===== config.mk =====
export PLATFORM = sky130hd
export DESIGN_NAME = fetch_queue_flat
export DESIGN_NICKNAME = d
export VERILOG_FILES = /design/src/rtl/fetch_pkg.sv /design/src/rtl/fetch_queue_if.sv /design/src/rtl/fetch_fifo_mem.sv /design/src/rtl/fetch_queue.sv /design/src/flat_wrapper.sv
export SDC_FILE = /design/constraint.sdc
export NUM_CORES = 1
export LEC_CHECK = 0
export ABC_CLOCK_PERIOD_IN_PS = 3000
export CAP_MARGIN = 20
export CORE_AREA = 3 3 137 238
export CTS_CLUSTER_SIZE = 20
export DETAILED_ROUTE_END_ITERATION = 8
export DIE_AREA = 0 0 140 241
export PLACE_DENSITY = 0.74
export RECOVER_POWER = 100
export REMOVE_ABC_BUFFERS = 1
export SLEW_MARGIN = 20
export SYNTH_ARGS = -nofsm -noshare
export SYNTH_HDL_FRONTEND = slang
export SYNTH_SLANG_ARGS = --single-unit

===== constraint.sdc =====
create_clock -name clk -period 3 [get_ports clk]
set_clock_uncertainty 0.2 [all_clocks]
set_input_delay 0.3 -clock clk [delete_from_list [all_inputs] [get_ports clk]]
set_output_delay 0.3 -clock clk [all_outputs]
set_load 0.05 [all_outputs]

===== src/rtl/fetch_pkg.sv =====
// Shared types and constants for the instruction prefetch queue.
package fetch_pkg;

   typedef struct packed {
      logic [31:0] inst;
      logic [31:0] pc4;
   } fq_entry_t;

   localparam logic [31:0] NOP_INST = 32'h0000_0000;
   localparam logic [31:0] PC_STEP  = 32'd4;

   // Sequential fetch address; wraps modulo 2^32.
   function automatic logic [31:0] pc_next(input logic [31:0] pc);
      return pc + PC_STEP;
   endfunction

endpackage


===== src/rtl/fetch_queue_if.sv =====
// Instruction-memory request/response port and the IF/ID-facing queue head port.
// Handshake: the head transfers on a clock edge where out_valid && out_ready; out_valid
// never waits on out_ready. imem_req is a one-cycle pulse; imem_rvalid answers it later.
interface fetch_queue_if;
   logic        imem_req;
   logic [31:0] imem_addr;
   logic        imem_rvalid;
   logic [31:0] imem_rdata;
   logic        out_valid;
   logic [31:0] out_inst;
   logic [31:0] out_pc4;
   logic        out_ready;

   modport master (
      output imem_req, imem_addr, out_valid, out_inst, out_pc4,
      input  imem_rvalid, imem_rdata, out_ready
   );

   modport slave (
      input  imem_req, imem_addr, out_valid, out_inst, out_pc4,
      output imem_rvalid, imem_rdata, out_ready
   );
endinterface


===== src/rtl/fetch_fifo_mem.sv =====
// Entry storage and read/write pointers for the fetch queue; occupancy is tracked by the owner.
module fetch_fifo_mem
   import fetch_pkg::*;
#(
   parameter int DEPTH = 4
) (
   input  logic      clk,
   input  logic      rst,
   input  logic      clear,
   input  logic      wr_en,
   input  fq_entry_t wr_data,
   input  logic      rd_en,
   output fq_entry_t rd_data
);

   localparam int PW = $clog2(DEPTH);

   fq_entry_t         mem_q [DEPTH];
   logic [PW-1:0]     wr_ptr_q, wr_ptr_d;
   logic [PW-1:0]     rd_ptr_q, rd_ptr_d;

   // DEPTH is a power of two, so the pointers wrap by plain overflow.
   always_comb begin
      wr_ptr_d = wr_ptr_q;
      rd_ptr_d = rd_ptr_q;
      if (clear) begin
         wr_ptr_d = '0;
         rd_ptr_d = '0;
      end else begin
         if (wr_en) wr_ptr_d = wr_ptr_q + PW'(1);
         if (rd_en) rd_ptr_d = rd_ptr_q + PW'(1);
      end
   end

   always_ff @(posedge clk) begin
      if (rst) begin
         wr_ptr_q <= '0;
         rd_ptr_q <= '0;
      end else begin
         wr_ptr_q <= wr_ptr_d;
         rd_ptr_q <= rd_ptr_d;
      end
   end

   always_ff @(posedge clk) begin
      if (wr_en && !clear) mem_q[wr_ptr_q] <= wr_data;
   end

   assign rd_data = mem_q[rd_ptr_q];

endmodule


===== src/rtl/fetch_queue.sv =====
// Instruction prefetch queue feeding IF/ID from a variable-latency instruction memory.
// Optional same-cycle response bypass when the queue is empty: define FETCHQ_BYPASS_EN.
module fetch_queue
   import fetch_pkg::*;
#(
   parameter int          DEPTH    = 4,
   parameter logic [31:0] RESET_PC = 32'h0000_0000
) (
   input  logic                   clk,
   input  logic                   rst,
   input  logic                   redirect,
   input  logic [31:0]            redirect_pc,
   fetch_queue_if.master          bus,
   output logic [$clog2(DEPTH):0] count
);

   localparam int             CW   = $clog2(DEPTH) + 1;
   localparam logic [CW-1:0] FULL = CW'(DEPTH);

   logic [31:0]   fetch_pc_q, fetch_pc_d;
   logic [31:0]   req_pc_q, req_pc_d;
   logic          outstanding_q, outstanding_d;
   logic          discard_q, discard_d;
   logic [CW-1:0] count_q, count_d;

   logic          resp, issue, enq, deq, bypass, head_valid;
   fq_entry_t     resp_entry, head_entry;

   fetch_fifo_mem #(.DEPTH(DEPTH)) u_fifo (
      .clk     (clk),
      .rst     (rst),
      .clear   (redirect),
      .wr_en   (enq),
      .wr_data (resp_entry),
      .rd_en   (deq),
      .rd_data (head_entry)
   );

   always_comb begin
      resp            = bus.imem_rvalid && outstanding_q;
      head_valid      = (count_q != '0);
      issue           = !redirect && !outstanding_q && (count_q < FULL);
      resp_entry.inst = bus.imem_rdata;
      resp_entry.pc4  = pc_next(req_pc_q);
      bypass          = 1'b0;
`ifdef FETCHQ_BYPASS_EN
      bypass          = !head_valid && !discard_q && !redirect && resp;
`endif
      // A bypassed word taken by IF/ID in the same cycle never occupies a slot.
      enq             = resp && !discard_q && !redirect && !(bypass && bus.out_ready);
      deq             = head_valid && bus.out_ready && !redirect;

      bus.imem_req    = issue && !rst;
      bus.imem_addr   = fetch_pc_q;
      bus.out_valid   = head_valid || bypass;
      bus.out_inst    = NOP_INST;
      bus.out_pc4     = '0;
      if (head_valid) begin
         bus.out_inst = head_entry.inst;
         bus.out_pc4  = head_entry.pc4;
      end else if (bypass) begin
         bus.out_inst = resp_entry.inst;
         bus.out_pc4  = resp_entry.pc4;
      end
   end

   always_comb begin
      fetch_pc_d    = fetch_pc_q;
      req_pc_d      = req_pc_q;
      outstanding_d = outstanding_q;
      discard_d     = discard_q;
      count_d       = count_q + CW'(enq) - CW'(deq);
      if (resp) outstanding_d = 1'b0;
      if (redirect) begin
         fetch_pc_d = redirect_pc;
         count_d    = '0;
         // Only a request still in flight needs its eventual word thrown away.
         discard_d  = outstanding_q && !bus.imem_rvalid;
      end else begin
         if (resp) discard_d = 1'b0;
         if (issue) begin
            outstanding_d = 1'b1;
            req_pc_d      = fetch_pc_q;
            fetch_pc_d    = pc_next(fetch_pc_q);
         end
      end
   end

   always_ff @(posedge clk) begin
      if (rst) begin
         fetch_pc_q    <= RESET_PC;
         req_pc_q      <= RESET_PC;
         outstanding_q <= 1'b0;
         discard_q     <= 1'b0;
         count_q       <= '0;
      end else begin
         fetch_pc_q    <= fetch_pc_d;
         req_pc_q      <= req_pc_d;
         outstanding_q <= outstanding_d;
         discard_q     <= discard_d;
         count_q       <= count_d;
      end
   end

   assign count = count_q;

endmodule


===== src/flat_wrapper.sv =====
// flat-port wrapper written by rule: the top's interface ports become plain ports
module fetch_queue_flat import fetch_pkg::*;
#(
   parameter int          DEPTH    = 4,
   parameter logic [31:0] RESET_PC = 32'h0000_0000
)
  (clk, rst, redirect, redirect_pc, count, bus_imem_req, bus_imem_addr, bus_out_valid, bus_out_inst, bus_out_pc4, bus_imem_rvalid, bus_imem_rdata, bus_out_ready);
  fetch_queue_if bus_i ();
  input  logic clk;
  input  logic rst;
  input  logic redirect;
  input  logic [31:0] redirect_pc;
  output logic [$clog2(DEPTH):0] count;
  output wire logic [$bits(bus_i.imem_req)-1:0] bus_imem_req;
  output wire logic [$bits(bus_i.imem_addr)-1:0] bus_imem_addr;
  output wire logic [$bits(bus_i.out_valid)-1:0] bus_out_valid;
  output wire logic [$bits(bus_i.out_inst)-1:0] bus_out_inst;
  output wire logic [$bits(bus_i.out_pc4)-1:0] bus_out_pc4;
  input wire logic [$bits(bus_i.imem_rvalid)-1:0] bus_imem_rvalid;
  input wire logic [$bits(bus_i.imem_rdata)-1:0] bus_imem_rdata;
  input wire logic [$bits(bus_i.out_ready)-1:0] bus_out_ready;
  assign bus_imem_req = bus_i.imem_req;
  assign bus_imem_addr = bus_i.imem_addr;
  assign bus_out_valid = bus_i.out_valid;
  assign bus_out_inst = bus_i.out_inst;
  assign bus_out_pc4 = bus_i.out_pc4;
  assign bus_i.imem_rvalid = bus_imem_rvalid;
  assign bus_i.imem_rdata = bus_imem_rdata;
  assign bus_i.out_ready = bus_out_ready;
  fetch_queue #(.DEPTH(DEPTH), .RESET_PC(RESET_PC)) u_core (.clk(clk), .rst(rst), .redirect(redirect), .redirect_pc(redirect_pc), .bus(bus_i), .count(count));
endmodule

## Word level (Yosys, flattened, before mapping)

Memory sizes are Yosys's and may differ from the RTL's. A register that Yosys moved wholly into a read port is not among the register bits.
Index checks and enable logic that the tools add are counted.
W data, S select, Z words.

- Register bits after elaboration: 73
- Memory bits (writable): 256
- Bits of input ports: 69
- Output and inout port bits: 101
- Word-level logic and storage cells: 49
- Memories: 1

Memory list:

| memory | depth | bits a word | read ports | clocked after Yosys merged registers in | write ports | RTL line | source |
|---|---|---|---|---|---|---|---|
| u_core.u_fifo.mem_q | 4 | 64 | 1 | 1 | 1 | fetch_fifo_mem.sv:18 | `fq_entry_t mem_q [DEPTH];` |

- Add/sub/neg operators: 6
- Order comparisons: 1
- Muxes and demuxes: 13
- Bitwise gates (word level): 1
- Reductions and logical operators: 20

Operators with widths:

| operator | number |
|---|---|
| $mux W32 | 4 |
| $add A32 B3 Y32 const B | 2 |
| $logic_and A1 B1 Y1 | 10 |
| $mux W1 | 7 |
| $logic_not A1 Y1 | 5 |
| $add A2 B1 Y2 const B | 2 |
| $mux W2 | 2 |
| $reduce_bool A2 Y1 | 2 |
| $add A3 B1 Y3 | 1 |
| $lt A3 B3 Y1 const B | 1 |
| $reduce_bool A3 Y1 | 1 |
| $sub A3 B1 Y3 | 1 |
| $reduce_and A2 Y1 | 1 |
| $reduce_or A2 Y1 | 1 |
| $not A1 Y1 | 1 |

## Longest topological paths before layout

- Depth in word-level cells: 6
- Depth in mapped cells: 11
- Depth with buffers taken out: 10

## Cells and area by module

Synthesis repeated with hierarchy kept, for this count alone.

- Cells, all modules: 922
- Area total of the unflattened synthesis: 13909.6 um^2

By module, submodules not included:

| module | times used | cells each | area an instance (um^2) | seq. area each (um^2) |
|---|---|---|---|---|
| fetch_fifo_mem | 1 | 362 | 9590.4 | 7807.5 |
| fetch_queue | 1 | 560 | 4319.1 | 1381.3 |

## Least setup slack after synthesis

Ideal clock, no wire load.

- Kind: input to register
- From: in redirect
- To: mem u_core.u_fifo.mem_q[1][0] (netlist bit) (enable)
- Setup time: 0.429 ns
- Data arrival time: 2.539 ns
- Required time: 2.371 ns
- Slack: -0.168 ns
- Stages on the path: 3
- Buffers on the path: 1
- Cells stage by stage: clkbuf_1 > nor3_1 > and2_1

- Word-level cells in the longest chain between the ends: 5

RTL lines:

| what | RTL line | source |
|---|---|---|
| from (decl) | flat_wrapper.sv:11 | `input logic redirect;` |
| $logic_not A1 Y1 | fetch_queue.sv:50 | `enq = resp && !discard_q && !redirect && !(bypass && bus.out_ready);` |
| $logic_and A1 B1 Y1 | fetch_queue.sv:50 |  |
| net u_core.enq | fetch_queue.sv:26 | `logic resp, issue, enq, deq, bypass, head_valid;` |
| $logic_and A1 B1 Y1 | fetch_fifo_mem.sv:46 | `if (wr_en && !clear) mem_q[wr_ptr_q] <= wr_data;` |
| $mux W1 | fetch_fifo_mem.sv:46 |  |
| $mux W1 (implied by the code) | fetch_fifo_mem.sv:46 |  |
| to (decl) | fetch_fifo_mem.sv:18 |  |

The timed path passes the listed nets, and every way through them passes these cells.

==> metrics.md <==
| Metric | Value |
|---|---|
| Ys async rst share | 0% |
| Via count | slightly above 8000 |
| Setup crit start kind | flop |
| TritonCTS buffer count | 30 |
| H-Tree Depth | 1 |
| CTS tree | built |
| Die H | between 200 and 250 um |
| WS Path Type | flop to primary output |
| Share of cells above drive strength 1 | 18.19% |
| Initial antenna violation count | 0 |
| Peak supply drop | ~0.00047 V |
| HP Class | input pin to flop |
| DR iter-0 viols | just over 500 |
| # Max-Cap Violations | 1 |
| Ys Warns | 0 |
| Least-Margin Pin Slew | 1505 ps |
| Cell accounting for the most synthesized area | edfxtp_1 |
| Top_reg_cell synth | edfxtp_1 |
| Failing checks | capacitance limit, slew limit |
| Pwr dens | approximately 570 nW/um2 |
| Mean Syn Cell Area | 15.03 um2 |
| Total Wirelength | ~30000 um |
| I/O pins | 170 |
| Rel. slew slack | -0.3198% |
| # rows | 85 |
| Pre-Repair DR Iteration Count | 4 |
| Synth Register Bits | about 330 |
| NumNets Final | 1170 |
| Layout area overhead | 21.67% |
| Final Wtd Congestion | 0.8657 |
| Die X | ~140 um |
| Hold Fails Final Rpt | 0 |
| Clk sinks | approximately 330 |
| Most frequent cells in the layout | edfxtp_1, nand2_1, dfxtp_1 |
| RSZ-0062 raised after global routing | false |
| HPWL Detailed | 20020 um |
| Netlist cell types | 58 |
| Largest net degree at the start of global routing | 67 |
| Total gr overflow | 0 |
| Post-synth EDFFs | 256 |
| Drt drc | 0 |
| Initial Utilization | 44.54% |
| Outcome | complete, but fails checks |
| Leakage Power | ~5.7 nW |
| CTS Buffer Depth | 3 |
| Final count of negative-setup-slack endpoints | 0 |
| TNS Setup | 0 ps |
| Global-route wire length before repair | between 40000 and 50000 um |
| Final core occ | a little over half |
| Area share of the largest cell type after synthesis | a little under three fifths |
| Commonest non-fill, non-tap cell in the layout | edfxtp_1 |
| Max-slew violations | 35 |
| Sequential area share after synthesis | 66.89% |
| CP arrival | around 2400 ps |
| Tcrit/Tclk final | between 90% and 100% |
| Number of diodes | 0 |
| Worst skew pair latency | between 500 and 600 ps |
| Number of global-route vias before repair | 8370 |
| Final non-filler cell total | 1507 |
| Placed cell count | about 1400 |
| Core area | between 30000 and 40000 um2 |
| Port-buffer cells | ~170 |
| Synth area leaders | edfxtp_1, dfxtp_1, mux4_2, and2_1, nand2_1 |
| WL/cell | approximately 20 um |
| Min Tclk post-route | 2855 ps |
| Area of the die | around 34000 um2 |
| Design Area, Final | 16710 um2 |
| CP Capture Type | primary output |
| Synthesized area | about 14000 um2 |
| All-Layer GR Usage | about 17% |
| Placed Area | about 16000 um2 |
| Clk root buf | clkbuf_16 |
| Critical path fanouts, max | 18 |
| Critical Path RT | around 2500 ps |
| Routed Antenna Nets | 0 |
| Gate Count Post-Synth | approximately 910 |
| FMAX | about 350 MHz |
| Clock Pin Slew Worst Setup and Hold Paths | 70 ps |
| Routed vias/inst | 5.419 |
[worst max-delay path, cell delays in order (launching register included)]
cell and delay, ps:
dfxtp_4 550, buf_6 320, mux4_2 540, and2_1 200
buf_4 200
[Yosys cell counts, types with 4 or more instances]
cell,n
edfxtp_1,256
nand2_1,91
dfxtp_1,75
and2_1,74
mux4_2,64
a21oi_1,38
clkbuf_1,36
nor2_1,33
xnor2_1,24
nand3_1,21
nand4_1,21
xor2_1,17
inv_1,13
and4_1,12
nor3_1,12
or4_1,10
a211oi_1,9
and3_1,8
buf_2,8
ha_1,8
o21ai_0,8
or3_1,7
nor4_1,6
a311oi_1,5
mux2i_1,4
nor3b_1,4
o31ai_1,4
[final cells by class]
class / count / area, um2
Timing Repair Buffer: 199 / 1737
Inverter: 13 / 48.80
Clock buffer: 32 / 779.5
Multi-Input combinational cell: 517 / 4229
Clock inverter: 24 / 234.0
Tap cell: 391 / 489.2
Fill cell: 2552 / 14130
Sequential cell: 331 / 9196
[flip-flops by register name, summed over array words and instances (netlist names), named ones only]
name	cells
u_core.bus.imem_addr	32
u_core.u_fifo.rd_ptr_q	2
u_core.outstanding_q	1
u_core.discard_q	1
u_core.u_fifo.wr_ptr_q	2
u_core.u_fifo.mem_q	256
u_core.count	3
u_core.req_pc_q	32
[power by group]
part | switching, W | leakage [nW] | internal, W
clock network | 0.00163 | 0.482 | 0.00223
registers | 0.0000854 | 2.99 | 0.00499
logic | 0.000362 | 2.24 | 0.000215
[path summary, 6_finish.rpt]
| check | slack [ps] | start | endpoint | cells after the start |
|---|---|---|---|---|
| worst max-delay path | 150 | flop | bus_out_pc4[5] | 4 |
| worst min-delay path | 110 | redirect_pc[8] | u_core.bus.imem_addr[8] | 3 |
| worst min register to register | 280 | u_core.req_pc_q[31] | u_core.req_pc_q[31] | 2 |
| worst max register to register | 290 | u_core.outstanding_q | u_core.u_fifo.mem_q[2][2] | 5 |
[routing by layer]
layer | track usage (%) | vias up | part of all wire [%]
met5 | 0 | - | 0
met4 | 5.525 | 0 | 2.6
met3 | 1.685 | 47 | 3.9
met2 | 34.39 | 219 | 57
met1 | 19.56 | 4044 | 37
li1 | - | 3857 | -
[cells by family (layout without fill, tap and decap cells)]
family                   count (synthesis)  count (layout)  share of synthesized area [%]
AO/OA/AOI/OAI                           84              84                          3.953
multiplexers                            69              69                          10.87
AND/OR/NAND/NOR                        314             314                          12.54
flip-flops                             331             331                          66.89
buffers and inverters                   66             268                          2.259
XOR/XNOR                                41              41                          2.614
adder cells (fa/ha/maj)                  9               9                         0.8744
[what timing repair did]
item / in CTS / in global routing
resized for setup: 10 / 3
hold endpoints to repair: 16 / 0
pin swaps: 0 / 0
hold buffers: 1 / 0
setup buffers: 0 / 0
setup endpoints to repair: 10 / 34
gates cloned: 0 / 1
[per-stage QoR]
stage / hold slack [ps] / setup slack (ps) / total power [W]
floorplan: 169.1 / -1203 / 0.005481
global placement: 262.3 / 255.7 / 0.005779
detailed placement: 267.3 / 189.1 / 0.005794
CTS: 90.64 / 17.46 / 0.009642
global route: 116.7 / 18.38 / 0.009846
finish: 111.2 / 145.2 / 0.009513
No activity file was read; power rests on OpenSTA's default activity.
